`src/rtl/mem_port_arbiter.sv`:
```
// rtl/mem_port_arbiter.sv - round-robin arbiter sharing one SRAM-like port between fetch and data
module mem_port_arbiter (
  input  logic        clk,
  input  logic        resetn,
  input  logic        inst_req,
  input  logic [31:0] inst_addr,
  output logic        inst_addr_ok,
  output logic        inst_data_ok,
  output logic [31:0] inst_rdata,
  input  logic        data_req,
  input  logic        data_wr,
  input  logic [1:0]  data_size,
  input  logic [3:0]  data_wstrb,
  input  logic [31:0] data_addr,
  input  logic [31:0] data_wdata,
  output logic        data_addr_ok,
  output logic        data_data_ok,
  output logic [31:0] data_rdata,
  output logic        mem_req,
  output logic        mem_wr,
  output logic [1:0]  mem_size,
  output logic [3:0]  mem_wstrb,
  output logic [31:0] mem_addr,
  output logic [31:0] mem_wdata,
  input  logic        mem_addr_ok,
  input  logic        mem_data_ok,
  input  logic [31:0] mem_rdata,
  output logic        busy
);

  typedef enum logic [1:0] {S_IDLE, S_ADDR, S_DATA} state_t;
  typedef enum logic {OWN_INST = 1'b0, OWN_DATA = 1'b1} owner_t;

  state_t state, state_nxt;
  owner_t owner, owner_nxt;
  owner_t last_owner, last_owner_nxt;

  always_ff @(posedge clk) begin
    if (!resetn) begin
      state      <= S_IDLE;
      owner      <= OWN_INST;
      last_owner <= OWN_INST;
    end else begin
      state      <= state_nxt;
      owner      <= owner_nxt;
      last_owner <= last_owner_nxt;
    end
  end

  always_comb begin
    state_nxt      = state;
    owner_nxt      = owner;
    last_owner_nxt = last_owner;
    mem_req        = 1'b0;
    mem_wr         = 1'b0;
    mem_size       = 2'd0;
    mem_wstrb      = 4'd0;
    mem_addr       = 32'd0;
    mem_wdata      = 32'd0;
    inst_addr_ok   = 1'b0;
    inst_data_ok   = 1'b0;
    data_addr_ok   = 1'b0;
    data_data_ok   = 1'b0;

    case (state)
      S_IDLE: begin
        // On a tie the requester that did not finish last wins.
        if (inst_req && data_req) begin
          owner_nxt = (last_owner == OWN_INST) ? OWN_DATA : OWN_INST;
          state_nxt = S_ADDR;
        end else if (data_req) begin
          owner_nxt = OWN_DATA;
          state_nxt = S_ADDR;
        end else if (inst_req) begin
          owner_nxt = OWN_INST;
          state_nxt = S_ADDR;
        end
      end

      S_ADDR: begin
        mem_req = 1'b1;
        if (owner == OWN_DATA) begin
          mem_wr    = data_wr;
          mem_size  = data_size;
          mem_wstrb = data_wstrb;
          mem_addr  = data_addr;
          mem_wdata = data_wdata;
        end else begin
          mem_size  = 2'd2;
          mem_addr  = inst_addr;
        end
        if (mem_addr_ok) begin
          inst_addr_ok = (owner == OWN_INST);
          data_addr_ok = (owner == OWN_DATA);
          state_nxt    = S_DATA;
        end
      end

      S_DATA: begin
        if (mem_data_ok) begin
          inst_data_ok   = (owner == OWN_INST);
          data_data_ok   = (owner == OWN_DATA);
          last_owner_nxt = owner;
          state_nxt      = S_IDLE;
        end
      end

      default: state_nxt = S_IDLE;
    endcase
  end

  assign inst_rdata = mem_rdata;
  assign data_rdata = mem_rdata;
  assign busy       = (state != S_IDLE);

endmodule

```
`config.mk`:
```
export PLATFORM = sky130hd
export DESIGN_NAME = mem_port_arbiter
export DESIGN_NICKNAME = d
export VERILOG_FILES = /design/src/rtl/mem_port_arbiter.sv
export SDC_FILE = /design/constraint.sdc
export NUM_CORES = 1
export LEC_CHECK = 0
export CAP_MARGIN = 20
export CORE_AREA = 4 4 107 109
export CTS_CLUSTER_DIAMETER = 200
export DETAILED_ROUTE_END_ITERATION = 6
export DIE_AREA = 0 0 111 113
export GPL_TIMING_DRIVEN = 0
export HOLD_SLACK_MARGIN = 0.12
export SYNTH_ARGS = -nofsm -noshare
export SYNTH_HDL_FRONTEND = slang
export SYNTH_SLANG_ARGS = --single-unit
```
`constraint.sdc`:
```
create_clock -name clk -period 3 [get_ports clk]
set_input_delay 0.75 -clock clk [delete_from_list [all_inputs] [get_ports clk]]
set_output_delay 0.75 -clock clk [all_outputs]
set_load 0.02 [all_outputs]
```
; Word level (Yosys, flattened, before mapping)
; Index checks and enable logic that the tools add are counted.
; Widths: inputs -> output; s select.
[word_totals]
ff_bits = 4
input_bits = 141
out_inout_bits = 141
wordCells = 45
[op_classes]
eq_ne = 5
mux = 29
n_bitwise = 1
reduce_logical = 7
[ops]
columns = op, n
row1 = $mux 32, 4
row2 = $mux 1, 15
row3 = $mux 2, 7
row4 = $mux 4, 2
row5 = $pmux 2 s3, 1
row6 = $ne 2x2->1 const B, 2
row7 = $ne 4x4->1 const B, 1
row8 = $reduce_and 2->1, 2
row9 = $reduce_and 3->1, 1
row10 = $reduce_bool 3->1, 1
row11 = $eq 2x1->1 const B, 1
row12 = $eq 2x2->1 const B, 1
row13 = $logic_not 2->1, 1
row14 = $reduce_bool 2->1, 1
row15 = $logic_and 1x1->1, 1
row16 = $not 1->1, 1

; Longest topological paths before layout
[depth]
word_depth = 4
mapped_depth = 5
ltp_nobuf = 3

; Worst setup path after synthesis
; Ideal clock, no wire load.
[synth_path]
path_type = input to output
startpoint = input mem_data_ok
endpoint = output data_data_ok
arrival_ps = 1170
required_time_ps = 2250
setup_slack_ps = 1080
cell_stages = 2
path_buffers = 0
cell_sequence = nand3b_1 nor2_1
[synth_via]
elab_chain_len = 2
[synth_lines]
columns = item, line_no
row1 = "start, declared", 26  ; input logic mem_data_ok,
row2 = $mux 1, 100  ; if (mem_data_ok) begin
row3 = $mux 1, 65  ; case (state)
row4 = "end, declared", 17  ; output logic data_data_ok,
; Every way passes these cells.

; Worst setup path after layout
[layout_path]
startpoint = input mem_data_ok
endpoint = output inst_data_ok
[layout_via]
elab_chain_len = 2
[layout_lines]
columns = item, line_no
row1 = $mux 1, 100
row2 = $mux 1, 65
row3 = "end, declared", 8  ; output logic inst_data_ok,
; Every way passes these cells.

==> results.json <==
{
  "status": "finished clean",
  "initial_core_util": 0.1410,
  "crit_chain": "clkdlybuf4s50_1 > nand3b_1 > nor2_1 > clkdlybuf4s50_1",
  "post-route-period-util": 0.9522,
  "max_stage_delay_ps": 620,
  "clockRootBuffer": "clkbuf_8",
  "synth-seq-area-share": 0.05356,
  "p_int_mw": 0.5639,
  "syn-mean-instance-area_um2": 7.188,
  "cpMostUsedCell": "clkdlybuf4s50_1",
  "layout-drive-gt1-share": 0.1804,
  "num_vias": 2323,
  "place_ws_ps": 127.3,
  "drtPass1Iterations": 4,
  "grt_pass1_wl_um": 12470,
  "min_period_ps": 2857,
  "hold_violations": 0,
  "viasPerCell": 3.872,
  "cts_hold_buf": 0,
  "wl_per_cell_um": 13.72,
  "rsz0062_at_grt": "false",
  "grt_max_degree": 11,
  "holdWs_ps": 459.2,
  "io_buffers": 249,
  "finClkSkew_ps": 1.393,
  "cts.htree.levels": 1,
  "cts_resized": 0,
  "n_antenna_cell": 0,
  "place_hpwl_um": 7395,
  "synthesis.nets": 349,
  "drt_iter0_drc": 127,
  "clkPwrFrac": 0.123,
  "antenna_found_initial": 0,
  "nNetsFinal": 603,
  "netlist_area_mm2": 0.001495,
  "maxSlewViolCount": 0,
  "p_comb_frac": 0.809,
  "remaining_drc_errors": 0,
  "postCtsSetupBuffers": 0,
  "tightest_slew_ps": 395.7,
  "finalNonFillerCells": 600,
  "final_cell_mix": "clkdlybuf4s50_1 (249), buf_4 (67), and3_1 (40)",
  "power_mw": 0.8999,
  "gp_congestion": 0.9020,
  "crit_type": "input port to output port",
  "setup_slack_ps": 143.4,
  "dieHeight_um": 113,
  "numCtsBuffers": 3,
  "coreArea_mm2": 0.01060,
  "cpMaxStageDelayCell": "clkdlybuf4s50_1",
  "maxCapViolations": 0,
  "startpoint_type": "input port",
  "grt-ovfl-total": 0,
  "area_delta_synth_final_pct": 181.2,
  "fill_cells": 1054,
  "setup_viol": 0,
  "holdCritPathClass": "register to register",
  "synth_seq_cells": 4,
  "clkLatencyLatePin_ps": 210,
  "power_switching_mw": 0.3360,
  "cts_tree": "yes",
  "final_core_util": 0.3965,
  "swShare": 0.3734,
  "synth_warnings": 0,
  "critPathMaxFanout": 3,
  "antenna_left": 0,
  "clock_path_buffers": 2,
  "reg2reg_slack_ps": 1900,
  "die_x_um": 111,
  "final_common_cell": "clkdlybuf4s50_1",
  "worstPathRequired_ps": 2250,
  "clk_pin_slew_worst_paths_ps": 30,
  "dieArea_mm2": 0.01254,
  "cp.buffers_inverters": 2,
  "crit_family": "buffers and inverters",
  "grt.total_usage": 0.1200,
  "critPathArrivalTime_ps": 2110,
  "first_global_vias": 2562,
  "rows": 38,
  "setup_tns_ps": 0,
  "cts.sinks": 4,
  "routed_wl_um": 8229,
  "synth_cell_types": 22,
  "relSlewSlack": 0.7362,
  "seq_power_share": 0.068,
  "leakage_nw": 1.827,
  "fmax_mhz": 350.1,
  "pin_count": 282,
  "design_area_mm2": 0.004204,
  "placed_cells": 597,
  "syn_inst": 208,
  "setup.worst_path.end_class": "output port",
  "irDropWorstVdd_mv": 0.09209,
  "power_density_mw_per_mm2": 214.1,
  "postPlaceCellArea_mm2": 0.004163
}
worst reg2reg max path, stage by stage, from the launching register on:
cell     delay [ps]
dfxtp_1         330
buf_4           200
buf_4           240
nand2_1          90
o32ai_1         130
final cells by class:
cell class	instances	area [um^2]	area share
buffer	80	594.3	0.1414
timing repair buffer	249	2492	0.5929
tap	140	175.2	0.04167
inverter	3	16.27	0.003869
clock buffer	3	41.29	0.009821
sequential	4	80.08	0.01905
multi-input combinational	121	804.5	0.1914
logic make-up (layout without fill, tap and decap cells):
logic type / count (synthesis) / in the layout / share of synthesized area
AND/OR/NAND/NOR: 83 / 83 / 0.2904
AO/OA/AOI/OAI: 5 / 5 / 0.02678
multiplexers: 33 / 33 / 0.2209
buffers and inverters: 83 / 335 / 0.4084
flip-flops: 4 / 4 / 0.05356
state kept, by name, indices dropped and copies added (netlist names):
signal      count
state           2
last_owner      1
owner           1
cell usage after synthesis:
| cell | number | share of area |
|---|---|---|
| buf_4 | 67 | 0.34 |
| and3_1 | 40 | 0.17 |
| nor2_1 | 34 | 0.085 |
| mux2i_1 | 33 | 0.22 |
| buf_6 | 5 | 0.038 |
| buf_2 | 4 | 0.013 |
| clkbuf_1 | 4 | 0.010 |
| dfxtp_1 | 4 | 0.054 |
| inv_1 | 2 | 0.0050 |
| nand2_1 | 2 | 0.0050 |
| nand3b_1 | 2 | 0.010 |
| a2111oi_0 | 1 | 0.0059 |
| a21bo_2 | 1 | 0.0067 |
| a21oi_1 | 1 | 0.0033 |
| inv_6 | 1 | 0.0059 |
| nand2b_1 | 1 | 0.0042 |
| nor3_1 | 1 | 0.0033 |
| nor3b_1 | 1 | 0.0050 |
| o21a_1 | 1 | 0.0050 |
| o32ai_1 | 1 | 0.0059 |
| or2_2 | 1 | 0.0042 |
| or3b_2 | 1 | 0.0059 |
power by group through the flow:
stage / clock [mW] / combinational (mW) / sequential [mW]
after floorplan: 0 / 0.355 / 0.0609
after global placement: 0 / 0.731 / 0.0624
after detailed placement: 0 / 0.736 / 0.0623
after CTS: 0.115 / 0.739 / 0.0615
after global routing: 0.123 / 0.776 / 0.0623
final: 0.111 / 0.728 / 0.0615
routing by layer:
metal | GRT usage | part of all wire | up-vias
met4 | 0.02791 | 0.011 | 0
met5 | 0 | 0 | -
met3 | 0.03636 | 0.096 | 6
met2 | 0.2431 | 0.54 | 163
met1 | 0.1183 | 0.35 | 1018
li1 | - | - | 1136
final timing paths:
kind	start	end	depth (start not counted)
setup / recovery	mem_data_ok	inst_data_ok	4
hold / removal	last_owner	last_owner	2
setup reg to reg	owner	owner	4
hold reg to reg	last_owner	last_owner	2
Power figures use the tool's default switching activity.
